`config.mk`:
```
export PLATFORM = sky130hd
export DESIGN_NAME = ps2_keyboard_rx_flat
export DESIGN_NICKNAME = d
export VERILOG_FILES = /design/src/rtl/ps2_keyboard_rx_if.sv /design/src/rtl/ps2_keyboard_rx.sv /design/src/flat_wrapper.sv
export SDC_FILE = /design/constraint.sdc
export NUM_CORES = 1
export LEC_CHECK = 0
export ABC_AREA = 1
export BUFFER_PORTS_ARGS = -buffer_cell sky130_fd_sc_hd__buf_2
export CAP_MARGIN = 5
export CORE_UTILIZATION = 50
export DETAILED_ROUTE_END_ITERATION = 10
export PLACE_DENSITY = 0.73
export SKIP_CTS_REPAIR_TIMING = 1
export SYNTH_ARGS = -nofsm -noshare
export SYNTH_HDL_FRONTEND = slang
export SYNTH_SLANG_ARGS = --single-unit
```
`constraint.sdc`:
```
create_clock -name clk -period 1.4 [get_ports clk]
set_input_delay 0 -clock clk [delete_from_list [all_inputs] [get_ports clk]]
set_output_delay 0 -clock clk [all_outputs]
set_load 0.005 [all_outputs]
```
`src/rtl/ps2_keyboard_rx_if.sv`:
```
// Bus between the PS/2 keyboard pins, the core's ack strobe and the status word.
// master: the side driving the pins and ack; slave: the receiver.
interface ps2_keyboard_rx_if;
  logic        ps2_clk;
  logic        ps2_data;
  logic        ack;
  logic [31:0] keyboard_data;

  modport master (
    output ps2_clk,
    output ps2_data,
    output ack,
    input  keyboard_data
  );

  modport slave (
    input  ps2_clk,
    input  ps2_data,
    input  ack,
    output keyboard_data
  );
endinterface

```
`src/rtl/ps2_keyboard_rx.sv`:
```
// PS/2 keyboard receiver: deserialises frames, decodes E0/F0 prefixes, keeps a
// held-key bitmap for the game keys and presents a 32-bit status word.
// Optional feature: define PS2_PARITY_CHECK_EN to reject frames with bad odd parity.
module ps2_keyboard_rx #(
  parameter int unsigned TIMEOUT_CYCLES = 10000
) (
  input logic             clk,
  input logic             reset,
  ps2_keyboard_rx_if.slave bus
);

  localparam int unsigned TW = $clog2(TIMEOUT_CYCLES + 1);

  typedef enum logic [1:0] {StIdle, StData, StParity, StStop} state_e;

  logic          clk_s1, clk_s2, clk_prev, data_s1, data_s2;
  logic          fall_q, bit_q;
  state_e        state_q, state_d;
  logic [2:0]    idx_q, idx_d;
  logic [7:0]    shift_q, shift_d;
  logic [TW-1:0] to_q, to_d;
  logic          ext_pend_q, ext_pend_d, brk_pend_q, brk_pend_d;
  logic [7:0]    code_q, code_d, cnt_q, cnt_d;
  logic          ext_q, ext_d, brk_q, brk_d, new_q, new_d, err_q, err_d;
  logic [4:0]    held_q, held_d;
  logic          parity_ok;

  // Two-stage synchronisers plus a registered falling-edge strobe; sync regs idle high
  always_ff @(posedge clk or posedge reset) begin
    if (reset) begin
      clk_s1   <= 1'b1;
      clk_s2   <= 1'b1;
      clk_prev <= 1'b1;
      data_s1  <= 1'b1;
      data_s2  <= 1'b1;
      fall_q   <= 1'b0;
      bit_q    <= 1'b1;
    end else begin
      clk_s1   <= bus.ps2_clk;
      clk_s2   <= clk_s1;
      clk_prev <= clk_s2;
      data_s1  <= bus.ps2_data;
      data_s2  <= data_s1;
      fall_q   <= clk_prev & ~clk_s2;
      bit_q    <= data_s2;
    end
  end

`ifdef PS2_PARITY_CHECK_EN
  logic par_q;
  // Capture the parity bit so it can be checked with the data byte at STOP
  always_ff @(posedge clk or posedge reset) begin
    if (reset) begin
      par_q <= 1'b0;
    end else if (fall_q && state_q == StParity) begin
      par_q <= bit_q;
    end
  end
  assign parity_ok = ^{shift_q, par_q};
`else
  assign parity_ok = 1'b1;
`endif

  // Frame FSM, timeout, prefix decode, held bitmap and status-word next state
  always_comb begin
    state_d    = state_q;
    idx_d      = idx_q;
    shift_d    = shift_q;
    to_d       = to_q;
    ext_pend_d = ext_pend_q;
    brk_pend_d = brk_pend_q;
    code_d     = code_q;
    ext_d      = ext_q;
    brk_d      = brk_q;
    new_d      = new_q;
    err_d      = err_q;
    held_d     = held_q;
    cnt_d      = cnt_q;

    // ack is applied first so a same-cycle event or error overrides it
    if (bus.ack) begin
      new_d = 1'b0;
      err_d = 1'b0;
    end

    if (state_q == StIdle || fall_q) begin
      to_d = '0;
    end else begin
      to_d = to_q + TW'(1);
    end

    if (fall_q) begin
      case (state_q)
        StIdle: begin
          if (!bit_q) begin
            state_d = StData;
            idx_d   = 3'd0;
          end
        end
        StData: begin
          shift_d = {bit_q, shift_q[7:1]};
          idx_d   = idx_q + 3'd1;
          if (idx_q == 3'd7) state_d = StParity;
        end
        StParity: state_d = StStop;
        StStop: begin
          state_d = StIdle;
          if (!bit_q || !parity_ok) begin
            err_d = 1'b1;
          end else if (shift_q == 8'hE0) begin
            ext_pend_d = 1'b1;
          end else if (shift_q == 8'hF0) begin
            brk_pend_d = 1'b1;
          end else begin
            code_d     = shift_q;
            ext_d      = ext_pend_q;
            brk_d      = brk_pend_q;
            new_d      = 1'b1;
            cnt_d      = cnt_q + 8'd1;
            ext_pend_d = 1'b0;
            brk_pend_d = 1'b0;
            case ({ext_pend_q, shift_q})
              9'h175:  held_d[0] = ~brk_pend_q;
              9'h172:  held_d[1] = ~brk_pend_q;
              9'h16B:  held_d[2] = ~brk_pend_q;
              9'h174:  held_d[3] = ~brk_pend_q;
              9'h029:  held_d[4] = ~brk_pend_q;
              default: ;
            endcase
          end
        end
        default: state_d = StIdle;
      endcase
    end else if (state_q != StIdle && to_q == TW'(TIMEOUT_CYCLES)) begin
      // Stalled partial frame: resynchronise on the next start bit
      state_d    = StIdle;
      ext_pend_d = 1'b0;
      brk_pend_d = 1'b0;
    end
  end

  // State and status registers
  always_ff @(posedge clk or posedge reset) begin
    if (reset) begin
      state_q    <= StIdle;
      idx_q      <= '0;
      shift_q    <= '0;
      to_q       <= '0;
      ext_pend_q <= 1'b0;
      brk_pend_q <= 1'b0;
      code_q     <= '0;
      ext_q      <= 1'b0;
      brk_q      <= 1'b0;
      new_q      <= 1'b0;
      err_q      <= 1'b0;
      held_q     <= '0;
      cnt_q      <= '0;
    end else begin
      state_q    <= state_d;
      idx_q      <= idx_d;
      shift_q    <= shift_d;
      to_q       <= to_d;
      ext_pend_q <= ext_pend_d;
      brk_pend_q <= brk_pend_d;
      code_q     <= code_d;
      ext_q      <= ext_d;
      brk_q      <= brk_d;
      new_q      <= new_d;
      err_q      <= err_d;
      held_q     <= held_d;
      cnt_q      <= cnt_d;
    end
  end

  assign bus.keyboard_data = {cnt_q, 7'b0, held_q, err_q, new_q, brk_q, ext_q, code_q};

endmodule

```
`src/flat_wrapper.sv`:
```
// flat-port wrapper written by rule: the top's interface ports become plain ports
module ps2_keyboard_rx_flat 
#(
  parameter int unsigned TIMEOUT_CYCLES = 10000
)
  (clk, reset, bus_ps2_clk, bus_ps2_data, bus_ack, bus_keyboard_data);
  ps2_keyboard_rx_if bus_i ();
  input logic clk;
  input logic reset;
  input wire logic [$bits(bus_i.ps2_clk)-1:0] bus_ps2_clk;
  input wire logic [$bits(bus_i.ps2_data)-1:0] bus_ps2_data;
  input wire logic [$bits(bus_i.ack)-1:0] bus_ack;
  output wire logic [$bits(bus_i.keyboard_data)-1:0] bus_keyboard_data;
  assign bus_i.ps2_clk = bus_ps2_clk;
  assign bus_i.ps2_data = bus_ps2_data;
  assign bus_i.ack = bus_ack;
  assign bus_keyboard_data = bus_i.keyboard_data;
  ps2_keyboard_rx #(.TIMEOUT_CYCLES(TIMEOUT_CYCLES)) u_core (.clk(clk), .reset(reset), .bus(bus_i));
endmodule
```
# == Yosys cells after proc, flatten, opt, wreduce, memory -nomap -nowiden ==
# Cells that the tools add are included.
# word_totals
elab_cells,97
ff_bits,61
out_inout_bits,32
# op_classes
n_eq_ne,19
n_bitwise,5
n_reduce_logical,17
muxes,29
add_sub_neg,3
# op_table
op,count
$eq 9x9->1 const B,4
$reduce_and 6->1,5
$mux 1,21
$eq 8x8->1 const B,2
$add 14x1->14 const B,1
$eq 14x14->1 const B,1
$mux 14,1
$eq 9x6->1 const B,1
$ne 3x3->1 const B,3
$add 8x1->8 const B,1
$mux 2,4
$ne 2x2->1 const B,4
$pmux 2 s4,1
$reduce_and 4->1,2
$pmux 3 s2,1
$reduce_and 3->1,2
$reduce_bool 2->1,3
$reduce_and 5->1,1
$eq 2x2->1 const B,2
$not 1->1,4
$add 3x1->3 const B,1
$eq 3x3->1 const B,1
$mux 3,1
$eq 2x1->1 const B,1
5 further kinds,5

# == Logic depth before layout (Yosys ltp) ==
# Gate-level depths: netlist (run 1).
# logic_depth
ltp_word,6
depth_mapped,10

# == Least setup slack after synthesis (run 1) ==
# Ideal clock, no wire load.
# synth_timing
kind,register -> register
start,register u_core.state_q[0]
end,register u_core.cnt_q[6]
arrival_ps,1238
path_stages_with_launch,8
period_less_slack_ps,1357
n_path_buf,1
path_slack_ps,43
cell_sequence,dfrtp_1 > ha_1 > nand2_1 > nor2_2 > nand2_4 > buf_6 > nand2_2 > o21ai_2
# synth_via
elab_chain_len,2
# synth_rtl
item,line,rtl
"start, declared",ps2_keyboard_rx.sv:18,"state_e state_q, state_d;"
"start signal, assigned",ps2_keyboard_rx.sv:145,state_q <= StIdle;
"start signal, assigned",ps2_keyboard_rx.sv:159,state_q <= state_d;
$eq 2x2->1,ps2_keyboard_rx.sv:93,case (state_q)
$reduce_and 5->1 (no line),--,
"end signal, assigned",ps2_keyboard_rx.sv:171,cnt_q <= cnt_d;
"end, declared",ps2_keyboard_rx.sv:23,"logic [7:0] code_q, code_d, cnt_q, cnt_d;"
# Every way passes these cells.
# A chain may end at the register's enable or synchronous reset.

# == Worst setup path in the final report (run 1) ==
# layout_timing
start,register u_core.state_q[0]
end,register u_core.ext_pend_q
# layout_via
elab_chain_len,4
elab_cells_between_ends,6
cone_classes,eq/ne: 2; reduce/logical: 4
# layout_rtl
item,line,rtl
$reduce_bool 2->1,ps2_keyboard_rx.sv:134,end else if (state_q != StIdle && to_q == TW'(TIMEOUT_CYCLES)) begin
$logic_and 1x1->1,ps2_keyboard_rx.sv:134,
$reduce_bool 2->1 (no line),--,
$reduce_and 4->1 (no line) *,--,
"end signal, assigned",ps2_keyboard_rx.sv:163,ext_pend_q <= ext_pend_d;
"end, declared",ps2_keyboard_rx.sv:22,"logic ext_pend_q, ext_pend_d, brk_pend_q, brk_pend_d;"
# Mark *: on every way between the ends. The rest lies on a longest branch, timed or not.

==> results of run 1 <==
==> how the worst max path moves through the flow <==
stage,start,end,cells past startpoint
after floorplan,u_core.state_q[0],u_core.cnt_q[6],7
after global placement,u_core.state_q[0],u_core.state_q[1],6
after detailed placement,u_core.state_q[0],u_core.state_q[1],6
after CTS,u_core.state_q[0],u_core.state_q[0],6
after global routing,u_core.to_q[0],u_core.ext_pend_q,10
final,u_core.state_q[0],u_core.ext_pend_q,9
==> registers in the layout, indices dropped and copies added (netlist names), 2 cells and up <==
signal	count
u_core.idx_q	3
u_core.shift_q	8
u_core.cnt_q	8
u_core.to_q	14
u_core.code_q	8
u_core.held_q	5
u_core.state_q	2
==> worst max-delay path: cells and delay by family, from the launching register on <==
kind | cells | cell delay (ns)
DFF | 1 | 0.39
adders and majority gates | 1 | 0.18
and+or+nand+nor | 7 | 0.63
buffers and inverters | 1 | 0.09
==> power breakdown <==
part / internal, W / leakage (nW) / total [W] / switching, W
registers: 0.00204 / 0.815 / 0.00228 / 0.000241
clock network: 0.000966 / 0.106 / 0.00165 / 0.000681
logic: 0.000691 / 0.998 / 0.00154 / 0.000847
total: 0.00369 / 1.92 / 0.00546 / 0.00177
==> kinds of logic (layout without fill, tap and decap cells) <==
kind of cell / Yosys count / after routing
and+or+nand+nor: 165 / 165
buffers and inverters: 62 / 121
DFF: 61 / 61
AOI/OAI and AO/OA: 50 / 50
adders and majority gates: 8 / 8
xor gates and xnor gates: 6 / 6
other: 1 / 7
==> through the flow <==
step,setup TNS [ns],area [um^2]
2_1_floorplan,0,3030
3_3_place_gp,0,3310
3_5_place_dp,-0.188,3310
4_1_cts,-0.348,3520
5_1_grt,-1.13,3730
6_report,-0.00150,3730
==> layer usage <==
metal	part of all wire	track usage	wire length (um)	vias to the layer above
met5	0	0	0	-
met4	0.014	0.125	86	0
met1	0.45	0.246	2760	1144
met3	0.034	0.0389	211	13
li1	-	-	-	1212
met2	0.51	0.331	3120	53
==> synthesized netlist by cell type, types with 6 or more instances <==
master / n
nand3_1: 17
o21ai_0: 25
nor2_2: 6
o21ai_2: 13
nor2_1: 37
a21oi_1: 8
inv_1: 44
xnor2_1: 6
dfstp_2: 6
dfrtp_1: 55
buf_4: 11
ha_1: 8
nand2_1: 92
==> layout make-up <==
| class | instances | area [um^2] | share of cell area |
|---|---|---|---|
| well taps | 72 | 90.1 | 0.0241 |
| multi-input cells | 236 | 1280 | 0.343 |
| flip-flops and latches | 61 | 1530 | 0.411 |
| clock buffers | 13 | 169 | 0.0453 |
| repair buffers | 59 | 442 | 0.118 |
| inverters | 46 | 176 | 0.0473 |
| clock inverters | 3 | 42.5 | 0.0114 |
==> run summary, run 1 <==
Outcome: finished with violations
Violated checks: negative setup slack
I/O pin count: 37
Number of enable flip-flop cells after synthesis: 0
Area Overhead vs Synth: 24.4%
Post-synthesis mux area share: 0
R2R setup slack: -0.002 ns
Drt total wl: 6170 um
Clock skew: 0.00941 ns
Compound-gate portion of the synthesized area: 0.104
First-pass GRT wire length: 9730 um
Minimum clock period: 1.40 ns
Seq cells post-synth: 61
FF-to-FF path depth: 9
Synth unique cells: 27
Critical Path RT: 1.63 ns
CTS Buf Count: 9
TritonRoute pass-1 iters: 4
Most common cell after layout, fill and taps aside: nand2_1
Share of layout cells above drive strength 1: 0.311
Largest net degree at the start of global routing: 27
Hold_ws: 0.203 ns
Slowest-stage cell, CP: dfrtp_1
Arr. time, crit path: 1.63 ns
Clk_lat worst skew: 0.34 ns
Initial antenna violation count: 0
Ys async rst share: 1.00
Critical path endpoint category: register
Core area: 5640 um^2
Hold Path Class: input port to asynchronous set/reset pin
RSZ-0062 raised after global routing: true
GRT Resource Usage Total: 0.203
DRC: 0
WL/cell: 12.6 um
# Max-Cap Violations: 0
Reg clk slew, reported paths: 0.07 ns
CP Cell Sequence: inv_1, ha_4, nand3b_1, nor2_1, nand2_2, nand2_2, nand2_2, nand2_1, nand2_1
RR Endpoint: u_core.ext_pend_q
TritonCTS clock tree: done
Iter 0 DRT Violations: 150
Max FO, Critical Path: 4
Synthesized area: 3000 um^2
Total Power: 0.00546 W
H-tree depth: 3
Post-Synth XOR/XNOR Area: 0.0175
Root Buffer: clkbuf_8
Number of fill cells: 431
Share of the synthesized area in the top cell type: 0.459
Row count: 27
Simple-Gate Fraction of Synth Area: 0.234
Clk sinks: 61
Input/output buffers: 29
Avg Inst Size Synth: 8.50 um^2
Routed Antenna Nets: 0
Layout Cells excl Fill: 490
Vias in the first global route: 2,269
Nets: 426
Max incr delay on CP: 0.39 ns
Ranking of synthesized cells by area: dfrtp_1 (46%), nand2_1 (12%), inv_1 (5.5%)
Place WS: -0.0809 ns
Post-synthesis sequential area ratio: 0.511
Grt total ovfl: 0
Post-DP HPWL: 4120 um
R2R Path Start: u_core.state_q[0]
Slew Limit Fails: 0
Worst path most repeated cell: nand2_2
Total power per unit cell area: 1460 nW/um^2
Leading cell types in the layout, fill and taps excluded: nand2_1 (84), dfrtp_1 (55), inv_1 (39)
RePlAce Congestion: 0.875
DR vias: 2,422
Vias/cell: 4.94
Die area: 6310 um^2
Fmax: 714 MHz
Final worst path period share: 1.00
Diodes inserted: 0
Setup violators final: 1
Crit Path Class: register to register
Main combinational cell family by area after synthesis: simple AND/OR/NAND/NOR gates
Post-placement cell count: 463
Cells after Synth: 353
Finished Core Util: 0.662
Warnings from Yosys: 0
Synth Area in Adders: 0.0334
Fin. Hold Viols: 0
Leakage: 1.92 nW
Yosys top cell by area: dfrtp_1
Dominant synthesized flop cell: dfrtp_1
VDD IR-drop max: 1.13 mV
Post-route setup slack: -0.00150 ns
Starting Density: 0.532
Die height: 79.5 um
DIE WIDTH: 79.5 um
CP startpoint kind: register
CTS Buffer Depth: 2
Power figures use the tool's default switching activity.
==> inputs of run 2 (changes only) <==
CELL_PAD_IN_SITES_DETAIL_PLACEMENT = 2   (was default)
CELL_PAD_IN_SITES_GLOBAL_PLACEMENT = 2   (was default)
CORE_UTILIZATION = 37   (was 50)
PLACE_DENSITY = default   (was 0.73)
PLACE_DENSITY_LB_ADDON = 0.1   (was default)
clock period = 1.7 ns   (was 1.4 ns; I/O delays follow)
==> run summary, run 2 (synthesis results as in run 1) <==
Minimum clock period: 1.52 ns
Most common cell after layout, fill and taps aside: nand2_1
Fmax: 659 MHz
WL/cell: 14.5 um
TritonRoute pass-1 iters: 4
Grt total ovfl: 0
Area Overhead vs Synth: 15.8%
WP buf/inv: 1
Seq pwr share: 0.459
Slowest-stage cell, CP: dfrtp_1
VDD IR-drop max: 0.430 mV
Post-DP HPWL: 5250 um
CTS Buffer Depth: 2
Core area: 7770 um^2
FF-to-FF path depth: 8
Routed Antenna Nets: 0
DIE WIDTH: 92.1 um
Vias/cell: 4.82
Die area: 8470 um^2
First-pass GRT wire length: 12,700 um
Layout Cells excl Fill: 500
Hold_ws: 0.202 ns
Row count: 32
Final worst path period share: 0.892
H-tree depth: 3
TritonCTS clock tree: done
Clock skew: 0.0144 ns
Hold Path Class: input port to asynchronous set/reset pin
Total power per unit cell area: 1190 nW/um^2
Reg clk slew, reported paths: 0.07 ns
Top Family by Delay on Critical Path: simple AND/OR/NAND/NOR gates
# Max-Cap Violations: 0
Starting Density: 0.386
Slew Limit Fails: 0
R2R setup slack: 0.18 ns
R2R Path Start: u_core.shift_q[3]
Clk sinks: 61
Largest net degree at the start of global routing: 43
CP startpoint kind: register
Finished Core Util: 0.447
RSZ-0062 raised after global routing: false
P_int: 0.00272 W
Share of layout cells above drive strength 1: 0.209
Comb power frac: 0.235
Leakage: 1.79 nW
Drt total wl: 7240 um
RePlAce Congestion: 0.738
Clock share of power: 0.305
RR Endpoint: u_core.code_q[5]
Fin. Hold Viols: 0
DR vias: 2,409
Worst path most repeated cell: nor2_2
Die height: 92.1 um
Root Buffer: clkbuf_8
Critical path endpoint category: register
Max incr delay on CP: 0.42 ns
Setup violators final: 0
Critical Path RT: 1.98 ns
I/O pin count: 37
NetSw: 0.00142 W
Iter 0 DRT Violations: 57
Vias in the first global route: 2,623
Setup TNS: 0 ns
Post-placement cell count: 480
DRC: 0
Initial antenna violation count: 0
Clk_lat worst skew: 0.35 ns
Sw frac: 0.344
Leading cell types in the layout, fill and taps excluded: nand2_1 (91), dfrtp_1 (55), inv_1 (43)
GRT Resource Usage Total: 0.194
Placed Instance Area: 3240 um^2
Crit Path Class: register to register
Diodes inserted: 0
Input/output buffers: 29
Outcome: complete, no violations
CTS Buf Count: 9
Max FFs per register: 14
CP Cell Sequence: nor2_1, nand2_2, nor2_2, nor2_2, nand2_4, buf_12, nand2_1, o21ai_2
Largest Register: u_core.to_q
Finished Cell Area: 3480 um^2
Max FO, Critical Path: 20
Arr. time, crit path: 1.79 ns
Nets: 406
## run 2: final cells by class
cell class	instances	area, um^2
timing repair buffer	39	255
sequential	61	1530
clock inverter	1	5.00
inverter	46	173
multi-input combinational	236	1190
tap	102	128
clock buffer	15	186
fill	913	4290
## run 2: worst max-delay path by stage
stage | start | to | cells past startpoint
floorplan | reset | u_core.brk_pend_q | 1
detailed placement | u_core.state_q[0] | u_core.state_q[1] | 6
global placement | u_core.shift_q[3] | u_core.code_q[3] | 8
finish | u_core.shift_q[3] | u_core.code_q[5] | 8
global route | u_core.to_q[0] | u_core.to_q[10] | 8
CTS | u_core.state_q[1] | u_core.shift_q[2] | 5
## run 2: through the flow
step	setup slack [ns]	power, W
floorplan	0.197	0.00256
global placement	0.252	0.00282
detailed placement	0.136	0.00290
CTS	0.131	0.00418
global route	0.0253	0.00442
finish	0.183	0.00414
## run 2: power groups by stage
stage          Combinational, W  Sequential [W]  Clock [W]
6_report               0.000973         0.00190    0.00126
2_1_floorplan          0.000690         0.00187          0
3_5_place_dp           0.000974         0.00193          0
4_1_cts                0.000987         0.00190    0.00129
5_1_grt                 0.00114         0.00194    0.00134
3_3_place_gp           0.000915         0.00191          0
## run 2: worst register-to-register path: cells and delay by family (launching register included)
family                 cells  cell delay (ns)
and+or+nand+nor            6             0.79
AOI/OAI and AO/OA          1             0.05
DFF                        1             0.42
buffers and inverters      1             0.18
## run 2: per-layer routing
metal  vias up  wire (um)  GRT usage
met5         -          0          0
met4         0        136     0.0898
met3        10        183     0.0381
met2        32       3470      0.315
met1      1200       3450      0.250
li1       1167          -          -
